[src/rtl/load_align_unit.sv]
// Load alignment unit: queues outstanding dmem loads in order, extracts and extends the
// addressed byte/halfword/word from each returned word, and registers the result for writeback.
module load_align_unit #(
    parameter int unsigned DEPTH = 2,
    parameter int unsigned RD_W  = 5
) (
    input  logic            i_clk,
    input  logic            i_rst,
    input  logic            i_req_valid,
    output logic            o_req_ready,
    input  logic [2:0]      i_req_funct3,
    input  logic [1:0]      i_req_pos,
    input  logic [RD_W-1:0] i_req_rd,
    input  logic            i_dmem_rvalid,
    output logic            o_dmem_rready,
    input  logic [31:0]     i_dmem_rdata,
    output logic            o_ld_valid,
    input  logic            i_ld_ready,
    output logic [31:0]     o_ld_data,
    output logic [RD_W-1:0] o_ld_rd,
    output logic            o_ld_fault,
    output logic            o_busy,
    output logic            o_spurious
);

    localparam int unsigned PTR_W = (DEPTH > 1) ? $clog2(DEPTH) : 1;
    localparam int unsigned CNT_W = PTR_W + 1;
    localparam logic [CNT_W-1:0] DEPTH_C = CNT_W'(DEPTH);

    localparam logic [2:0] F3_LB  = 3'b000;
    localparam logic [2:0] F3_LH  = 3'b001;
    localparam logic [2:0] F3_LW  = 3'b010;
    localparam logic [2:0] F3_LBU = 3'b100;
    localparam logic [2:0] F3_LHU = 3'b101;

    // Queue storage
    logic [2:0]      funct3_q [DEPTH];
    logic [1:0]      pos_q    [DEPTH];
    logic [RD_W-1:0] rd_q     [DEPTH];

    logic [PTR_W-1:0] wr_ptr_q, wr_ptr_d;
    logic [PTR_W-1:0] rd_ptr_q, rd_ptr_d;
    logic [CNT_W-1:0] count_q, count_d;

    // Output register
    logic            ld_valid_q, ld_valid_d;
    logic [31:0]     ld_data_q, ld_data_d;
    logic [RD_W-1:0] ld_rd_q, ld_rd_d;
    logic            ld_fault_q, ld_fault_d;
    logic            spurious_q, spurious_d;

    logic push;
    logic pop;
    logic queue_empty;
    logic queue_full;

    logic [2:0]      head_funct3;
    logic [1:0]      head_pos;
    logic [RD_W-1:0] head_rd;
    logic [7:0]      byte_sel;
    logic [15:0]     half_sel;
    logic [31:0]     ext_data;
    logic            ext_fault;

    assign queue_empty = (count_q == '0);
    assign queue_full  = (count_q == DEPTH_C);

    assign o_req_ready   = !queue_full;
    assign o_dmem_rready = !queue_empty && (!ld_valid_q || i_ld_ready);

    // Count is evaluated before the edge, so a same-cycle push never satisfies this rvalid.
    assign push = i_req_valid && o_req_ready;
    assign pop  = i_dmem_rvalid && o_dmem_rready;

    assign head_funct3 = funct3_q[rd_ptr_q];
    assign head_pos    = pos_q[rd_ptr_q];
    assign head_rd     = rd_q[rd_ptr_q];

    // Lane selection and extension for the entry at the head of the queue
    always_comb begin
        byte_sel = 8'h00;
        unique case (head_pos)
            2'b00: byte_sel = i_dmem_rdata[7:0];
            2'b01: byte_sel = i_dmem_rdata[15:8];
            2'b10: byte_sel = i_dmem_rdata[23:16];
            2'b11: byte_sel = i_dmem_rdata[31:24];
            default: byte_sel = 8'h00;
        endcase
        half_sel = head_pos[1] ? i_dmem_rdata[31:16] : i_dmem_rdata[15:0];
    end

    always_comb begin
        ext_data  = 32'h0;
        ext_fault = 1'b0;
        case (head_funct3)
            F3_LB:  ext_data = {{24{byte_sel[7]}}, byte_sel};
            F3_LBU: ext_data = {24'h0, byte_sel};
            F3_LH: begin
                if (head_pos[0]) begin
                    ext_fault = 1'b1;
                end else begin
                    ext_data = {{16{half_sel[15]}}, half_sel};
                end
            end
            F3_LHU: begin
                if (head_pos[0]) begin
                    ext_fault = 1'b1;
                end else begin
                    ext_data = {16'h0, half_sel};
                end
            end
            F3_LW: begin
                if (head_pos != 2'b00) begin
                    ext_fault = 1'b1;
                end else begin
                    ext_data = i_dmem_rdata;
                end
            end
            default: ext_fault = 1'b1;
        endcase
    end

    // Queue pointer and occupancy next state
    always_comb begin
        wr_ptr_d = wr_ptr_q;
        rd_ptr_d = rd_ptr_q;
        count_d  = count_q;
        if (push) begin
            wr_ptr_d = wr_ptr_q + PTR_W'(1);
        end
        if (pop) begin
            rd_ptr_d = rd_ptr_q + PTR_W'(1);
        end
        case ({push, pop})
            2'b10:   count_d = count_q + CNT_W'(1);
            2'b01:   count_d = count_q - CNT_W'(1);
            default: count_d = count_q;
        endcase
    end

    // Output register next state; contents persist after handshake until the next pop.
    always_comb begin
        ld_valid_d = ld_valid_q;
        ld_data_d  = ld_data_q;
        ld_rd_d    = ld_rd_q;
        ld_fault_d = ld_fault_q;
        spurious_d = spurious_q;
        if (pop) begin
            ld_valid_d = 1'b1;
            ld_data_d  = ext_data;
            ld_rd_d    = head_rd;
            ld_fault_d = ext_fault;
        end else if (ld_valid_q && i_ld_ready) begin
            ld_valid_d = 1'b0;
        end
        if (i_dmem_rvalid && queue_empty) begin
            spurious_d = 1'b1;
        end
    end

    always_ff @(posedge i_clk) begin
        if (i_rst) begin
            wr_ptr_q   <= '0;
            rd_ptr_q   <= '0;
            count_q    <= '0;
            ld_valid_q <= 1'b0;
            ld_data_q  <= 32'h0;
            ld_rd_q    <= '0;
            ld_fault_q <= 1'b0;
            spurious_q <= 1'b0;
        end else begin
            wr_ptr_q   <= wr_ptr_d;
            rd_ptr_q   <= rd_ptr_d;
            count_q    <= count_d;
            ld_valid_q <= ld_valid_d;
            ld_data_q  <= ld_data_d;
            ld_rd_q    <= ld_rd_d;
            ld_fault_q <= ld_fault_d;
            spurious_q <= spurious_d;
        end
    end

    // Entry storage needs no reset; occupancy is tracked by count_q.
    always_ff @(posedge i_clk) begin
        if (push) begin
            funct3_q[wr_ptr_q] <= i_req_funct3;
            pos_q[wr_ptr_q]    <= i_req_pos;
            rd_q[wr_ptr_q]     <= i_req_rd;
        end
    end

    assign o_ld_valid = ld_valid_q;
    assign o_ld_data  = ld_data_q;
    assign o_ld_rd    = ld_rd_q;
    assign o_ld_fault = ld_fault_q;
    assign o_busy     = !queue_empty || ld_valid_q;
    assign o_spurious = spurious_q;

endmodule

[config.mk]
export PLATFORM = sky130hd
export DESIGN_NAME = load_align_unit
export DESIGN_NICKNAME = d
export VERILOG_FILES = /design/src/rtl/load_align_unit.sv
export SDC_FILE = /design/constraint.sdc
export NUM_CORES = 1
export LEC_CHECK = 0
export BUFFER_PORTS_ARGS = -buffer_cell sky130_fd_sc_hd__buf_2
export CAP_MARGIN = 20
export CORE_ASPECT_RATIO = 1.75
export CORE_MARGIN = 5
export CORE_UTILIZATION = 51
export DETAILED_ROUTE_END_ITERATION = 7
export PLACE_DENSITY = 0.79
export SLEW_MARGIN = 15
export SYNTH_ARGS = -nofsm -noshare
export SYNTH_HDL_FRONTEND = slang
export SYNTH_SLANG_ARGS = --single-unit
[constraint.sdc]
create_clock -name i_clk -period 2.53 [get_ports i_clk]
set_clock_uncertainty 0.2 [all_clocks]
set_input_delay 0.3795 -clock i_clk [delete_from_list [all_inputs] [get_ports i_clk]]
set_output_delay 0.3795 -clock i_clk [all_outputs]
set_load 0.02 [all_outputs]
* Word level (Yosys, flattened, before mapping)
Memory sizes are Yosys's and may differ from the RTL's. A register that Yosys moved wholly into a read port is not among the register bits.
Cells that the tools add are included.
** Storage, ports and cells
- Input bits :: 47
- Logic and storage cells :: 60
- RAM bits :: 20
- Flip-flop bits (word level) :: 39
- Memories kept :: 3
- Output and inout bits :: 43
** Memories
- rd_q :: depth 2, width 5, read ports 1, clocked after memory_dff 1, write ports 1, RTL line 39 : logic [RD_W-1:0] rd_q [DEPTH];
- funct3_q :: depth 2, width 3, read ports 1, clocked after memory_dff 1, write ports 1, RTL line 37 : logic [2:0] funct3_q [DEPTH];
- pos_q :: depth 2, width 2, read ports 1, clocked after memory_dff 1, write ports 1, RTL line 38 : logic [1:0] pos_q [DEPTH];
** Operators by class
- Equal/unequal tests :: 10
- Reductions and logical operators :: 18
- Add/subtract/negate cells :: 4
- Multiplexer cells :: 18
** Operator list (count)
- case mux 32 bit (5 select lines) :: 1
- two-way mux 32 bit :: 2
- two-way mux 16 bit :: 2
- case mux 8 bit (4 select lines) :: 1
- two-way mux 1 bit :: 10
- equality test 2 bit (second input constant) :: 4
- equality test 3 bit (second input constant) :: 2
- nonzero test 2 bit :: 3
- logical AND 1 bit :: 5
- equality test 2 x 1 -> 1 bit (second input constant) :: 2
- logical NOT 2 bit :: 2
- case mux 2 bit (2 select lines) :: 1
- OR reduction 2 bit :: 2
- equality test 3 x 1 -> 1 bit (second input constant) :: 1
- equality test 3 x 2 -> 1 bit (second input constant) :: 1
- logical NOT 1 bit :: 3
- logical NOT 3 bit :: 1
- case mux 1 bit (3 select lines) :: 1
- adder 1 bit (second input constant) :: 2
- adder 2 x 1 -> 2 bit (second input constant) :: 1
- logical OR 1 bit :: 2
- subtractor 2 x 1 -> 2 bit (second input constant) :: 1

* Depth between registers and ports, before layout
- Word-level depth :: 6
- Depth in mapped cells :: 8
- Depth with buffers taken out :: 7

* Worst setup path after synthesis
No wires, ideal clock.
- Path type :: register to register
- Start point :: memory pos_q[0][1]
- End point :: register ld_data_q[16] (netlist: o_ld_data[16])
- Clock period less this slack :: 2242 ps
- Library setup time :: 123 ps
- Path slack :: 288 ps
- Cell stages (with the launch flop) :: 8
- Path buffers :: 2
- Arrival time :: 1920 ps
- Data required time :: 2207 ps
- Cells stage by stage :: edfxtp_1 or3_1 buf_2 a21oi_4 a311oi_2 o2111a_2 buf_6 a221o_2
** RTL lines
- start, declared :: RTL line 38
- end signal, assigned :: RTL line 176 : ld_data_q <= ld_data_d;
- end, declared :: RTL line 47 : logic [31:0] ld_data_q, ld_data_d;

==> run metrics <==
FF-to-FF End=o_ld_data[16]; Max transition margin=0.490; Skew-Pair Late Insertion Delay=0.34 ns; antenna violations before repair=0; I/O Buffers=89; Net count, final=425; Yosys top cell area share=0.302; non-filler cells, final=460; mean post-synth cell area=10.6 sq um; Post-CTS Hold Fix Bufs=0; Yosys reg bits=65; slowest CP cell=o2111a_2; worst reg2reg path depth=5; Static Leak=1.61 nW; Ant. Diodes=0; largest net degree at the start of global routing=27; slew at the pin with the worst max-slew slack=0.764 ns; Worst Path Buf+Inv=0; end point of the critical path=o_ld_data[16]; first-pass GRT wire length=12.4 mm; Sw Pwr=1.27 mW; Yosys warnings=0; die area=7540 sq um; most frequent cell after synthesis=dfxtp_1; CTS tree=built; Power Density=934 nW/um^2; Cell Rows=37; crit-path cells=or3b_4 > a21bo_1 > a311oi_2 > o2111a_2 > a221o_2; DR iter-0 viols=303; clock share of power=0.254; gr usage total=0.218; peak per-stage delay on the critical path=0.48 ns; root buffer cell=clkbuf_8; Post-synth EDFFs=20; design internal power=2.22 mW; hpwl dp=5.92 mm; CP delay by family, top=compound AO/OA/AOI/OAI gates; area grow syn2layout=25.2%; Synth cell types=48; Yosys top cell by area=dfxtp_1; final period utilization=0.939; Switching Fraction=0.365; placement-stage cell area=3510 sq um; Synth area leaders=dfxtp_1, edfxtp_1, a221o_2, a21oi_1, mux2i_1; status=finished, final reports clean; Crit. End Element=flop; fill count=484; maxcap violations=0; Finished Cell Area=3730 sq um; final worst path period need=2.38 ns; RSZ-0062 raised after global routing=no; total CTS buffers=9; Setup TNS=0 ns; clock sinks=65; total gr overflow=0; vias after detailed routing=2581; CP Class=reg -> reg; Comb pwr share=0.351; Inst Count DP=444; worst hold path class=in -> reg; Initial Utilization=0.515; CP Data Arrival Time=2.46 ns; GP Congestion=0.879; final hold vios=0; layout cells sized above 1=0.387; Synth top cells by count=dfxtp_1, a21oi_1, nand2_1, edfxtp_1, nor2_1; drt first pass iters=5; Post-synth ARST share=0; worst-case clock buffer depth=2; setup bufs post-CTS=0; Netlist Area Pre-Place=2980 sq um; Die H=111 microns; CP Launch Type=flop; clk slew on worst S/H paths=0.07 ns; wire per inst=16.7 microns; endpoints failing setup=0; syn_nets=329; Critical Path RT=2.62 ns; Antenna Nets Post-Route=0; Syn Inst Count=281; flop2flop setup slack=0.15 ns; sequential element share of the synthesized area=0.503; H-tree levels=3; Fmax=0.421 GHz; final WL=7.68 mm; Peak supply drop=0.000559 V; # DRC=0; DIE WIDTH=67.8 microns; I/O Pins=90; Worst Path Max Fanout=16; Via density=5.61; Core ar.=5790 sq um; Sequential Power Share=0.395; Post-synth top flop=dfxtp_1; Final Max Slew Viols=0; critical path depth=5; vias in the first global route=2635
-- power groups by stage --
stage               logic (mW)  clock network [mW]  registers [mW]
floorplan                0.796                   0            1.45
global placement          1.18                   0            1.39
detailed placement        1.21                   0            1.40
CTS                       1.22               0.905            1.38
global route              1.34               0.953            1.40
finish                    1.22               0.886            1.38
-- through the flow --
step	power (mW)	hold slack [ns]	utilization	setup slack (ns)
2_1_floorplan	2.24	0.278	-	0.288
3_3_place_gp	2.58	0.245	0.607	0.137
3_5_place_dp	2.61	0.249	0.607	0.0902
4_1_cts	3.50	0.00368	0.643	0.0990
5_1_grt	3.70	0.0111	0.645	0.0126
6_report	3.49	0.0214	0.645	0.153
-- per-layer routing --
layer,wire length (microns),vias up,global-route usage
met4,402,0,0.154
met2,4050,93,0.376
met5,0,-,0
li1,-,1253,-
met3,523,23,0.0426
met1,2700,1212,0.221
-- repair_timing --
item | in CTS | in global routing
setup endpoints to repair | 0 | 23
resized for setup | 0 | 2
endpoints found under the hold margin | 0 | 0
-- worst reg2reg max path, delay by kind of cell (launching register included) --
family,cells,cell delay [ns]
AOI/OAI and AO/OA,4,1.26
and+or+nand+nor,1,0.46
DFF,1,0.42
-- state kept, by name, indices dropped and copies added, names as in the netlist, named ones only --
register and cells:
o_ld_rd 5, o_ld_data 32, count_q 2, rd_ptr_q 1
wr_ptr_q 1, o_spurious 1, funct3_q 6, pos_q 4
o_ld_fault 1, o_ld_valid 1, rd_q 10
-- area by class of cell --
class | instances | area (sq um) | share of cell area
Clock buffer | 12 | 176 | 0.0472
Clock inverter | 4 | 31.3 | 0.00838
Inverter | 4 | 15.0 | 0.00402
Multi-Input combinational cell | 196 | 1380 | 0.369
Sequential cell | 65 | 1500 | 0.402
Tap cell | 78 | 97.6 | 0.0261
Timing Repair Buffer | 101 | 536 | 0.143
-- logic make-up after synthesis --
family | after synthesis | share of synthesized area
DFF | 65 | 0.503
and+or+nand+nor | 77 | 0.139
buffers and inverters | 20 | 0.0390
muxes | 16 | 0.0558
adders and majority gates | 1 | 0.00419
xor gates and xnor gates | 4 | 0.0117
AOI/OAI and AO/OA | 98 | 0.247
-- worst min path at each step --
stage                    startpoint             end  slack, ns  cells past startpoint
finish                  i_req_rd[2]      rd_q[0][2]       0.02                      1
global route            i_req_rd[2]      rd_q[0][2]       0.01                      1
CTS                     i_req_rd[2]      rd_q[1][2]      0.004                      1
detailed placement     o_ld_data[1]    o_ld_data[1]       0.25                      2
global placement       o_ld_data[1]    o_ld_data[1]       0.25                      2
floorplan           i_req_funct3[0]  funct3_q[0][0]       0.28                      0
-- layout by cell type, fill, tap and decap left out, drive strengths merged, types with 12 or more instances in the layout --
master / count
a221o: 16
nand2: 22
nor2: 19
buf: 101
a21oi: 36
clkbuf: 12
edfxtp: 20
dfxtp: 45
nand2b: 13
mux2i: 14
No activity file was read; power rests on OpenSTA's default activity.
